## src/rtl/tap_serializer.sv

```systemverilog
`default_nettype none
// ============================================================================
// Module   : tap_serializer
// Purpose  : Parallel-in, serial-out shifter. Streams a DEPTH-element word
//            top element first, so a tapped_fifo rebuilds it on its taps.
// Revision : 1.0 - initial release
// ============================================================================
module tap_serializer #(
   parameter  int WIDTH = 1,
   parameter  int DEPTH = 10,
   localparam int CW    = $clog2(DEPTH + 1)
) (
   input  logic                   clk,
   input  logic                   rst,
   input  logic                   load_valid,
   output logic                   load_ready,
   input  logic [WIDTH*DEPTH-1:0] load_data,
   output logic                   out_valid,
   input  logic                   out_ready,
   output logic [WIDTH-1:0]       out_data,
   output logic                   out_last,
   output logic [CW-1:0]          count
);

   typedef enum logic [0:0] {
      IDLE   = 1'b0,
      STREAM = 1'b1
   } state_t;

   state_t                   state;
   state_t                   state_next;
   logic [WIDTH*DEPTH-1:0]   shreg;
   logic                     on_last;
   logic                     load_fire;
   logic                     beat;

   assign on_last    = (state == STREAM) && (count == CW'(1));
   assign load_ready = (state == IDLE) || (on_last && out_ready);
   assign load_fire  = load_valid && load_ready;
   assign beat       = (state == STREAM) && out_ready;

   assign out_valid  = (state == STREAM);
   assign out_data   = shreg[(DEPTH-1)*WIDTH +: WIDTH];

   always_ff @(posedge clk or negedge rst) begin
      if (!rst) begin
         state <= IDLE;
      end else begin
         state <= state_next;
      end
   end

   always_comb begin
      state_next = state;
      case (state)
         IDLE: begin
            if (load_valid) begin
               state_next = STREAM;
            end
         end
         STREAM: begin
            if (on_last && out_ready && !load_valid) begin
               state_next = IDLE;
            end
         end
         default: state_next = IDLE;
      endcase
   end

   // A load on the final beat reloads in place, so words run with no bubble.
   always_ff @(posedge clk or negedge rst) begin
      if (!rst) begin
         shreg    <= '0;
         count    <= '0;
         out_last <= 1'b0;
      end else if (load_fire) begin
         shreg    <= load_data;
         count    <= CW'(DEPTH);
         out_last <= (DEPTH == 1);
      end else if (beat) begin
         if (int'(count) > 1) begin
            shreg    <= shreg << WIDTH;
            count    <= count - CW'(1);
            out_last <= (int'(count) == 2);
         end else begin
            shreg    <= '0;
            count    <= '0;
            out_last <= 1'b0;
         end
      end
   end

endmodule
`default_nettype wire

```

## config.mk

```make
export PLATFORM = sky130hd
export DESIGN_NAME = tap_serializer
export DESIGN_NICKNAME = d
export VERILOG_FILES = /design/src/rtl/tap_serializer.sv
export SDC_FILE = /design/constraint.sdc
export NUM_CORES = 1
export LEC_CHECK = 0
export ABC_AREA = 0
export CAP_MARGIN = 20
export CORE_MARGIN = 3
export CORE_UTILIZATION = 45
export CTS_CLUSTER_DIAMETER = 200
export DETAILED_ROUTE_END_ITERATION = 6
export PLACE_DENSITY_LB_ADDON = 0.15
export RECOVER_POWER = 25
export SETUP_SLACK_MARGIN = 0.5
export SLEW_MARGIN = 25
export SYNTH_ARGS = -nofsm -noshare
export SYNTH_HDL_FRONTEND = slang
export SYNTH_SLANG_ARGS = --single-unit
```

## constraint.sdc

```tcl
create_clock -name clk -period 1.9 [get_ports clk]
set_input_delay 0.285 -clock clk [delete_from_list [all_inputs] [get_ports clk]]
set_output_delay 0.285 -clock clk [all_outputs]
set_load 0.02 [all_outputs]
```

## After elaboration in Yosys (flattened, before gate mapping)

Cells that the tools add are included.

| word-level totals | value |
|---|---|
| bits in registers | 16 |
| input bits | 14 |
| output and inout port bits | 8 |
| logic and storage cells | 29 |

| operators by class | value |
|---|---|
| $add $sub $neg | 1 |
| magnitude comparators | 1 |
| equality and inequality tests | 2 |
| multiplexer cells | 12 |
| bitwise gates (word level) | 1 |
| reductions and logical operators | 8 |

Operators with widths:

| operator | number |
|---|---|
| two-way mux 10 bit | 3 |
| two-way mux 4 bit | 3 |
| logical AND 1 bit | 5 |
| two-way mux 1 bit | 5 |
| equality test 4 x 1 -> 1 bit (second input constant) | 1 |
| equality test 4 x 3 -> 1 bit (second input constant) | 1 |
| greater-than comparator 4 x 1 -> 1 bit (second input constant) | 1 |
| subtractor 4 x 1 -> 4 bit (second input constant) | 1 |
| one-hot mux 1 bit (2 select lines) | 1 |
| nonzero test 2 bit | 1 |
| logical NOT 1 bit | 1 |
| logical OR 1 bit | 1 |
| inverter 1 bit | 1 |

## Depth between registers and ports, before layout

| depth | value |
|---|---|
| depth in word-level cells | 6 |
| mapped depth | 6 |
| mapped depth without buffers | 5 |

## Least setup slack after synthesis

Ideal clock, no wire load.

| timing path | value |
|---|---|
| path type | reg2reg |
| start | register count[0] |
| end | register count[0] |
| arrival time | 1.591 ns |
| slack | 0.243 ns |
| cell stages (with the launch flop) | 6 |
| path buffers | 0 |
| period minus slack after synthesis | 1.657 ns |
| cells stage by stage | dfrtp_1 -> inv_1 -> ha_1 -> or2_2 -> a21oi_2 -> mux2_2 |

| between the ends | value |
|---|---|
| word-level cells in the longest chain between the ends | 6 |

RTL lines:

| element | RTL line | text |
|---|---|---|
| start: declaration | 22 | `output logic [CW-1:0] count` |
| start signal: assignment | 78 | `count <= CW'(DEPTH);` |
| start signal: assignment | 83 | `count <= count - CW'(1);` |
| branches (longest 6 deep; another with subtractor 4 x 1 -> 4 bit) | n/a |  |

Parallel ways; which one is timed is not known. The select of a mux whose other input is x is not followed.
A chain may end at the register's enable or synchronous reset.

## Final worst setup path

| timing path | value |
|---|---|
| start | register count[1] |
| end | output port load_ready |

| between the ends | value |
|---|---|
| word-level cells in the longest chain between the ends | 4 |

RTL lines:

| element | RTL line | text |
|---|---|---|
| equality test 4 x 1 -> 1 bit | 37 | `assign on_last = (state == STREAM) && (count == CW'(1));` |
| logical AND 1 bit | 37 |  |
| logical AND 1 bit | 38 | `assign load_ready = (state == IDLE) \|\| (on_last && out_ready);` |
| logical OR 1 bit | 38 |  |
| end: declaration | 16 | `output logic load_ready,` |

No other way between the ends.

==> run_results.csv <==
group,metric,value,unit
critical_path,required,1.62,ns
critical_path,cp-end-kind,"output pin",
floorplanning,num_rows,14,
sta,hold_viol,0,
clock_tree,ctsLongestPathBuffers,2,
pwr,p_sw,0.5995,mW
pwr,p_leak,0.5511,nW
place,dp_worst_setup_slack,0.004715,ns
sta,setup-violations-final,0,
sta,post-route-period-util,0.8315,
logic_synthesis,syn_inst,67,
logic_synthesis,postSynthAreaPerCell,11.50,sq um
floorplanning,dieHeight,47.39,microns
place,port_buffers,21,
global_routing,antenna_found_initial,0,
logic_synthesis,synth_cell_types,25,
floorplanning,die_w,47.39,microns
global_routing,grt_pass1_vias,675,
worst_hold_path,hold_path_class,"flip-flop to flip-flop",
clock_tree,root_buffer,"clkbuf_4",
final_layout,final_nets,120,
sta,slew_viol_final,0,
drt,dr.pass1.iters,4,
drt,ant_nets,0,
pwr,clkPwrFrac,0.145,
critical_path,critPathArrivalTime,1.29,ns
drt,vias,665,
logic_synthesis,yosysWarningCount,0,
drt,viasPerCell,5.636,
drt,drc,0,
final_layout,layout_common_cells,"12 x dfrtp_1, 12 x clkdlybuf4s50_1, 9 x a221o_1",
critical_path,r2r_slack,0.36,ns
clock_tree,cts_buffers,3,
sta,finalCriticalPeriod,1.580,ns
final_layout,n_fill_cell,114,
clock_tree,cts_tree,"built",
sta,timing.final.ws_setup,0.3201,ns
global_routing,grt_pass1_wl,3.042,mm
logic_synthesis,synth_area_leader_cell,"dfrtp_1",
sta,max_clock_freq,0.6329,GHz
floorplanning,coreArea,1559,sq um
floorplanning,io-pin-count,22,
critical_path,crit_fanout,4,
place,gp_congestion,0.7646,
pwr,power_density,1322,nW/um^2
global_routing,grt_usage,0.2063,
critical_path,cp-start-kind,"flip-flop",
logic_synthesis,synth_seq_area_share,0.5195,
final_layout,layout-drive-gt1-share,0.3137,
sta,slew_headroom,0.4112,
logic_synthesis,synth_area,770.7,sq um
final_layout,syn_to_final_growth,54.87,%
clock_tree,htreeDepth,1,
logic_synthesis,synth-seq-cells,16,
job,maxCapViolations,0,
global_routing,grt_overflow_total,0,
place,dpl.hpwl,1.227,mm
drt,routedWlPerCell,16.73,microns
sta,timing_worst_slew_pin_value,0.8832,ns
drt,drtIter0Drc,8,
critical_path,critical_path_class,"flip-flop to output pin",
pwr,combPwrFrac,0.494,
pwr,sw_frac_of_total,0.3800,
logic_synthesis,synth_nets,84,
sta,rsz0062_at_grt,"yes",
pwr,ir_drop,818.8,uV
final_layout,n_antenna_cell,0,
clock_tree,clkSlewWorstSetupHoldPaths,0.10,ns
sta,fin_tns_setup,0,ns
drt,drt-total-wl,1.974,mm
floorplanning,die_area,2245,sq um
logic_synthesis,synth_top_area_share,0.5195,
logic_synthesis,yosys-top-cells-area,"dfrtp_1 52%, a221o_1 12%, ha_1 4.9%, and2_1 4.1%, and2_0 3.2%",
sta,finClkSkew,0.009330,ns
clock_tree,clk_latency,0.29,ns
floorplanning,start_util,0.4944,
clock_tree,cts_sinks,16,
pwr,seqPwrFrac,0.361,
pwr,p_int,0.9779,mW
global_routing,grt_max_degree,17,
run_status,status,"completed",
state kept, by name, indices dropped and copies added (netlist names):
register and cells:
count 4, out_last 1, out_valid 1, shreg 10
logic make-up after synthesis:
family / share of synthesized area
compound gates: 0.1916
buf+inv: 0.02273
flops: 0.5195
simple gates: 0.1899
fa+ha+maj: 0.04871
mux: 0.02760
cell usage after synthesis (all sizes together):
library cell	number
o31a	1
nor4	1
nand2b	3
or3b	1
dfrtp	16
mux2i	1
o21ai	2
o41ai	1
or2	1
a221o	9
buf	2
nand4bb	1
and2	9
nand3	2
a21oi	2
inv	2
a22o	1
a21boi	1
ha	3
or3	1
nor2	1
mux2	1
nand2	5
critical path, stage by stage, from the launching register on:
cell	delay, ns
dfrtp_2	0.46
inv_4	0.07
ha_4	0.12
nand4bb_1	0.12
nand2_1	0.11
buf_6	0.12
power groups by stage:
stage	clock [mW]	sequential (mW)	combinational, mW
detailed placement	0	0.576	0.709
finish	0.229	0.570	0.779
CTS	0.235	0.569	0.769
global route	0.254	0.589	0.840
floorplan	0	0.622	0.401
global placement	0	0.570	0.697
per-stage QoR:
step                utilization  area (sq um)  std cells  power (mW)  hold WS [ns]
floorplan                     -         838.3         67       1.023      -0.01059
global placement         0.7039          1097        108       1.267        0.4644
detailed placement       0.7039          1097        108       1.285        0.4871
CTS                      0.7640          1191        117       1.574        0.3164
global route             0.7657          1194        118       1.683        0.5278
finish                   0.7657          1194        118       1.577        0.5250
path summary, 6_finish.rpt:
check,startpoint,end,cells after the start
setup / recovery,count[1],load_ready,5
hold / removal,shreg[4],shreg[5],1
setup reg to reg,count[1],shreg[7],7
hold reg to reg,shreg[4],shreg[5],1
max in group asynchronous,rst,out_valid,2
min in group asynchronous,rst,count[2],2
area by class of cell:
type                       count  area, sq um  area share
clock buffer                   4        36.28     0.03040
inverter                       2        10.01    0.008386
timing repair buffer          33        296.5      0.2484
multi-input combinational     47        425.4      0.3564
tap                           16        20.02     0.01677
sequential                    16        405.4      0.3396
layer usage:
layer | up-vias | share of wire | wire, microns | global-route usage
met5 | - | 0 | 0 | 0
met4 | 0 | 0.0051 | 10 | 0.05525
met2 | 19 | 0.51 | 1002 | 0.3583
met3 | 2 | 0.050 | 98 | 0.07280
li1 | 325 | - | - | -
met1 | 319 | 0.44 | 862 | 0.2382
repair_timing:
action / in CTS / in global routing
cloned: 1 / 0
setup buffers: 4 / 1
endpoints found under the setup margin: 22 / 19
pin swaps: 9 / 4
resized for setup: 18 / 6
hold buffers: 0 / 0
(Power assumes the default switching activity.)
